--- src/rtl/iomem_pkg.sv ---
// Shared types and constants for the iomem bus initiator.
package iomem_pkg;

    localparam int IOMEM_ADDR_W = 32;
    localparam int IOMEM_DATA_W = 32;

    localparam logic [3:0] IOMEM_WSTRB_READ = 4'b0000;

    typedef enum logic [1:0] {
        IDLE,
        REQ,
        RSP
    } iomem_state_e;

endpackage

--- src/rtl/iomem_timeout_ctr.sv ---
// Wait-cycle counter for a pending iomem request; expired flags the last permitted cycle.
module iomem_timeout_ctr #(
    parameter int TIMEOUT_CYCLES = 255
) (
    input  logic clk,
    input  logic resetn,
    input  logic clear,
    input  logic enable,
    output logic expired
);

    localparam int CW = (TIMEOUT_CYCLES > 1) ? $clog2(TIMEOUT_CYCLES) : 1;
    localparam logic [CW-1:0] LAST_COUNT = CW'(TIMEOUT_CYCLES - 1);

    logic [CW-1:0] count_q;
    logic [CW-1:0] count_d;

    // Holding at the last count keeps the counter from wrapping even if enable lingers.
    always_comb begin
        count_d = count_q;
        if (clear) begin
            count_d = '0;
        end else if (enable && !expired) begin
            count_d = count_q + 1'b1;
        end
    end

    always_ff @(posedge clk or negedge resetn) begin
        if (!resetn) begin
            count_q <= '0;
        end else begin
            count_q <= count_d;
        end
    end

    assign expired = (count_q == LAST_COUNT);

endmodule

--- src/rtl/iomem_initiator.sv ---
// Issues single commands as iomem transactions and returns read data or a timeout error.
module iomem_initiator
    import iomem_pkg::*;
#(
    parameter int TIMEOUT_CYCLES = 255
) (
    input  logic                    clk,
    input  logic                    resetn,
    input  logic                    cmd_valid,
    output logic                    cmd_ready,
    input  logic [IOMEM_ADDR_W-1:0] cmd_addr,
    input  logic [IOMEM_DATA_W-1:0] cmd_wdata,
    input  logic [3:0]              cmd_wstrb,
    output logic                    rsp_valid,
    input  logic                    rsp_ready,
    output logic [IOMEM_DATA_W-1:0] rsp_rdata,
    output logic                    rsp_err,
    output logic                    busy,
    output logic                    iomem_valid,
    input  logic                    iomem_ready,
    output logic [3:0]              iomem_wstrb,
    output logic [IOMEM_ADDR_W-1:0] iomem_addr,
    output logic [IOMEM_DATA_W-1:0] iomem_wdata,
    input  logic [IOMEM_DATA_W-1:0] iomem_rdata
);

    iomem_state_e            state_q, state_d;
    logic                    iomemValid_q, iomemValid_d;
    logic [IOMEM_ADDR_W-1:0] iomemAddr_q, iomemAddr_d;
    logic [IOMEM_DATA_W-1:0] iomemWdata_q, iomemWdata_d;
    logic [3:0]              iomemWstrb_q, iomemWstrb_d;
    logic                    rspValid_q, rspValid_d;
    logic [IOMEM_DATA_W-1:0] rspRdata_q, rspRdata_d;
    logic                    rspErr_q, rspErr_d;
    logic                    ctrClear;
    logic                    ctrEnable;
    logic                    ctrExpired;

    iomem_timeout_ctr #(
        .TIMEOUT_CYCLES(TIMEOUT_CYCLES)
    ) u_timeout (
        .clk     (clk),
        .resetn  (resetn),
        .clear   (ctrClear),
        .enable  (ctrEnable),
        .expired (ctrExpired)
    );

    // Ready is checked before expiry so a completion on the final cycle still counts as success.
    always_comb begin
        state_d      = state_q;
        iomemValid_d = iomemValid_q;
        iomemAddr_d  = iomemAddr_q;
        iomemWdata_d = iomemWdata_q;
        iomemWstrb_d = iomemWstrb_q;
        rspValid_d   = rspValid_q;
        rspRdata_d   = rspRdata_q;
        rspErr_d     = rspErr_q;
        ctrClear     = 1'b0;
        ctrEnable    = 1'b0;

        unique case (state_q)
            IDLE: begin
                if (cmd_valid) begin
                    iomemAddr_d  = cmd_addr;
                    iomemWdata_d = cmd_wdata;
                    iomemWstrb_d = cmd_wstrb;
                    iomemValid_d = 1'b1;
                    ctrClear     = 1'b1;
                    state_d      = REQ;
                end
            end
            REQ: begin
                if (iomem_ready) begin
                    rspRdata_d   = iomem_rdata;
                    rspErr_d     = 1'b0;
                    iomemValid_d = 1'b0;
                    rspValid_d   = 1'b1;
                    state_d      = RSP;
                end else if (ctrExpired) begin
                    rspRdata_d   = '0;
                    rspErr_d     = 1'b1;
                    iomemValid_d = 1'b0;
                    rspValid_d   = 1'b1;
                    state_d      = RSP;
                end else begin
                    ctrEnable = 1'b1;
                end
            end
            RSP: begin
                if (rsp_ready) begin
                    rspValid_d = 1'b0;
                    state_d    = IDLE;
                end
            end
            default: state_d = IDLE;
        endcase
    end

    always_ff @(posedge clk or negedge resetn) begin
        if (!resetn) begin
            state_q      <= IDLE;
            iomemValid_q <= 1'b0;
            iomemAddr_q  <= '0;
            iomemWdata_q <= '0;
            iomemWstrb_q <= '0;
            rspValid_q   <= 1'b0;
            rspRdata_q   <= '0;
            rspErr_q     <= 1'b0;
        end else begin
            state_q      <= state_d;
            iomemValid_q <= iomemValid_d;
            iomemAddr_q  <= iomemAddr_d;
            iomemWdata_q <= iomemWdata_d;
            iomemWstrb_q <= iomemWstrb_d;
            rspValid_q   <= rspValid_d;
            rspRdata_q   <= rspRdata_d;
            rspErr_q     <= rspErr_d;
        end
    end

    assign cmd_ready   = (state_q == IDLE);
    assign busy        = (state_q != IDLE);
    assign iomem_valid = iomemValid_q;
    assign iomem_addr  = iomemAddr_q;
    assign iomem_wdata = iomemWdata_q;
    assign iomem_wstrb = iomemWstrb_q;
    assign rsp_valid   = rspValid_q;
    assign rsp_rdata   = rspRdata_q;
    assign rsp_err     = rspErr_q;

endmodule

--- config.mk ---
export PLATFORM = sky130hd
export DESIGN_NAME = iomem_initiator
export DESIGN_NICKNAME = d
export VERILOG_FILES = /design/src/rtl/iomem_pkg.sv /design/src/rtl/iomem_timeout_ctr.sv /design/src/rtl/iomem_initiator.sv
export SDC_FILE = /design/constraint.sdc
export NUM_CORES = 1
export LEC_CHECK = 0
export BUFFER_PORTS_ARGS = -buffer_cell sky130_fd_sc_hd__buf_4
export CAP_MARGIN = 40
export CORE_UTILIZATION = 46
export CTS_CLUSTER_DIAMETER = 50
export CTS_CLUSTER_SIZE = 24
export DETAILED_ROUTE_END_ITERATION = 8
export PLACE_DENSITY = 0.79
export SYNTH_ARGS = -nofsm -noshare
export SYNTH_HDL_FRONTEND = slang
export SYNTH_HIERARCHICAL = 1
export SYNTH_SLANG_ARGS = --single-unit
--- constraint.sdc ---
create_clock -name clk -period 2.55 [get_ports clk]
set_clock_uncertainty 0.05 [all_clocks]
set_input_delay 0.255 -clock clk [delete_from_list [all_inputs] [get_ports clk]]
set_output_delay 0.255 -clock clk [all_outputs]
set_load 0.1 [all_outputs]
==> results by group <==
STA
  – Final setup fails: 0
  – RSZ-0062 raised after global routing: false
  – Slew at the pin with the worst max-slew slack: about 560 ps
  – Max_slew headroom: 0.629
  – Fmax: 439 MHz
  – Setup TNS: 0 ps
  – Fin crit share: 0.893
  – Hold Violations, Final: 0
  – Pins Over Slew Limit: 0
  – Post-layout minimum cycle time: ~2300 ps
  – Setup ws final: between 200 and 300 ps

Cells and area
  – Share of layout cells above drive strength 1: 0.509
  – Seq. cell area: between 0.002 and 0.003 sq mm
  – Most common cell after layout, fill and taps aside: buf_4
  – Multi-input logic area: 0.00146 sq mm
  – Post-Layout Cell Count: 759
  – Fill cell count: approximately 440
  – Final instance area: between 0.007 and 0.008 sq mm
  – Layout Nets: 723
  – Syn-to-layout area delta: 73.8%
  – Most frequent cells in the layout: 214 x buf_4, 113 x dfrtp_1, 103 x dlygate4sd3_1, 63 x mux2_2, 32 x a22o_1

Global routing
  – Vias in the first global route: between 4000 and 5000
  – GRT Util Overall: 0.309
  – Grt ovf: 0
  – Initial antenna violation count: 0
  – Global-route wire length before repair: 22900 um
  – Largest net degree at the start of global routing: between 50 and 60

Critical path
  – Crit Reg-Reg Endpoint: u_timeout/count_q[3]$_DFFE_PN0P_
  – CP max stage cell: dfrtp_1
  – Worst reg2reg path depth: 9
  – WP data required: roughly 2900 ps
  – R2r setup slk: between 200 and 300 ps
  – Worst Path Arrival: between 2000 and 3000 ps
  – CP Launch Type: flip-flop
  – CP Capture Type: flip-flop
  – Cells along the critical path: inv_1, ha_1, nand3_1, nor2_1, nor2_1, and2_1, and3_1, o211a_1, mux2_4
  – CP max stage delay: a little over 400 ps
  – CP Max Fanout: 7
  – Setup Crit Path Kind: flip-flop to flip-flop
  – CP dominant cell by count: nor2_1
  – Crit Reg-Reg Startpoint: u_timeout/count_q[0]$_DFFE_PN0P_

Drt
  – Via count: 3814
  – DRC viols: 0
  – Antenna viol nets, final: 0
  – Initial DRC Count: roughly 110
  – Drt pass-1 iters: 4
  – WL final: between 15000 and 20000 um
  – Vias per cell: approximately 5.0
  – WL/cell: between 15 and 20 um

Logic synthesis
  – Mapped Cells: 294
  – Sequential area share after synthesis: 0.636
  – Synth Area per Inst: around 15 sq um
  – Yosys synthesis warning count: 6
  – Yosys cell types: 34
  – Synthesis-stage register bit count: about 110
  – Mapped Nets: approximately 400
  – Post-Syn Area: ~0.0044 sq mm

Clocking
  – H-tree Lvls: 4
  – CTS root buf: clkbuf_8
  – Clock Sinks: around 110
  – CTS tree: built
  – Num CTS Buffers: 17
  – Worst-skew pair later-pin latency: around 500 ps
  – Clock-pin slew on the worst setup and hold paths: 60 ps
  – Maximum clock insertion buffer count: 2

Min path
  – Hold Path Sink: iomem_valid$_DFFE_PN0P_
  – HP Class: input pin to flip-flop
  – Hold path depth: 4
  – Min-Delay Startpoint: iomem_ready

Floorplan
  – Die Y: ~100 um
  – Floorplan core area: a little over 0.009 sq mm
  – Die width: 100 um
  – Initial Util: 0.479
  – Die ar.: a little over 0.01 sq mm
  – Num ports: 210
  – Core Rows: 35

Flow run
  – Max-cap violations: 0

Place
  – Port-buffer cells: about 210
  – Hpwl dp: about 7900 um
  – Post-Place Cells: between 600 and 700
  – Post-DP Area: slightly above 0.006 sq mm
  – GP Congestion: 0.811
  – Setup slack at placement: 320 ps

Status
  – Status: complete, no violations
==> critical path, delay by kind of cell, from the launching register on <==
| kind | cells | cell delay, ps |
|---|---|---|
| AOI/OAI and AO/OA | 1 | 180 |
| adders and majority gates | 1 | 240 |
| buffers and inverters | 1 | 80 |
| DFF | 1 | 410 |
| muxes | 1 | 290 |
| and+or+nand+nor | 5 | 920 |
==> repair_timing <==
item | in CTS | in global routing
setup endpoints to repair | 0 | 0
hold endpoints to repair | 138 | 0
buffers inserted | 0 | 0
hold buffers | 103 | 0
gates resized for setup | 0 | 0
==> flip-flops by register name, indices dropped and copies added (netlist names) <==
signal             count
iomem_valid            1
rsp_rdata             32
iomem_wstrb            4
state_q                2
rsp_valid              1
u_timeout/count_q      8
rsp_err                1
iomem_wdata           32
iomem_addr            32
==> stage by stage <==
step	util	hold slack, ps
3_3_place_gp	0.658	192
5_1_grt	0.832	95.0
4_1_cts	0.832	70.2
2_1_floorplan	-	-90.6
3_5_place_dp	0.658	199
6_report	0.832	100
==> cell usage after synthesis <==
master	instances	share of area
dfrtp_1	113	0.64
a21boi_0	1	0.0017
and2_1	2	0.0028
ha_1	2	0.0056
clkbuf_1	1	0.00084
nand3_1	3	0.0034
nor2_1	11	0.0093
o211a_1	1	0.0023
nor2b_1	4	0.0056
mux2_4	3	0.010
buf_4	2	0.0034
mux2i_1	1	0.0023
and4_1	1	0.0020
nor2b_2	1	0.0020
nor3b_1	1	0.0017
mux2_2	63	0.16
and3_1	2	0.0028
buf_6	10	0.025
a211oi_1	2	0.0034
a31oi_1	2	0.0028
nor3b_4	1	0.0042
nand4_1	2	0.0028
nand4_2	1	0.0028
nand2_1	6	0.0051
or3_1	1	0.0014
o21ai_0	3	0.0034
buf_2	3	0.0034
mux2_1	6	0.015
a22o_1	32	0.063
o21ai_1	2	0.0023
o31ai_1	1	0.0017
a21oi_2	2	0.0039
inv_1	4	0.0034
a21oi_1	4	0.0045
==> layer usage <==
metal / vias to the layer above / share of wire / track usage
li1: 1717 / - / -
met1: 1870 / 0.38 / 0.344
met2: 187 / 0.52 / 0.539
met3: 40 / 0.068 / 0.101
met4: 0 / 0.034 / 0.139
met5: - / 0 / 0
==> kinds of logic after synthesis <==
logic type | after synthesis | synth area share
flops | 113 | 0.636
mux | 73 | 0.187
compound gates | 50 | 0.0889
simple gates | 36 | 0.0459
buf+inv | 20 | 0.0363
fa+ha+maj | 2 | 0.00563
==> layout make-up <==
type,count,area share
timing repair buffer,319,0.347
antenna,1,0.000324
clock buffer,18,0.0541
sequential,113,0.366
clock inverter,14,0.0207
tap,129,0.0209
multi-input combinational,161,0.189
inverter,4,0.00194
==> worst max-delay path by stage <==
| stage | from | to |
|---|---|---|
| after global placement | u_timeout/count_q[0]$_DFFE_PN0P_ | u_timeout/count_q[3]$_DFFE_PN0P_ |
| final | u_timeout/count_q[0]$_DFFE_PN0P_ | u_timeout/count_q[3]$_DFFE_PN0P_ |
| after CTS | u_timeout/count_q[0]$_DFFE_PN0P_ | u_timeout/count_q[3]$_DFFE_PN0P_ |
| after floorplan | state_q[0]$_DFFE_PN0P_ | busy |
| after global routing | u_timeout/count_q[0]$_DFFE_PN0P_ | u_timeout/count_q[3]$_DFFE_PN0P_ |
| after detailed placement | u_timeout/count_q[0]$_DFFE_PN0P_ | u_timeout/count_q[3]$_DFFE_PN0P_ |
Power is not shown: default switching activity piles up to over one toggle a cycle in this logic, so the estimate is an artifact.
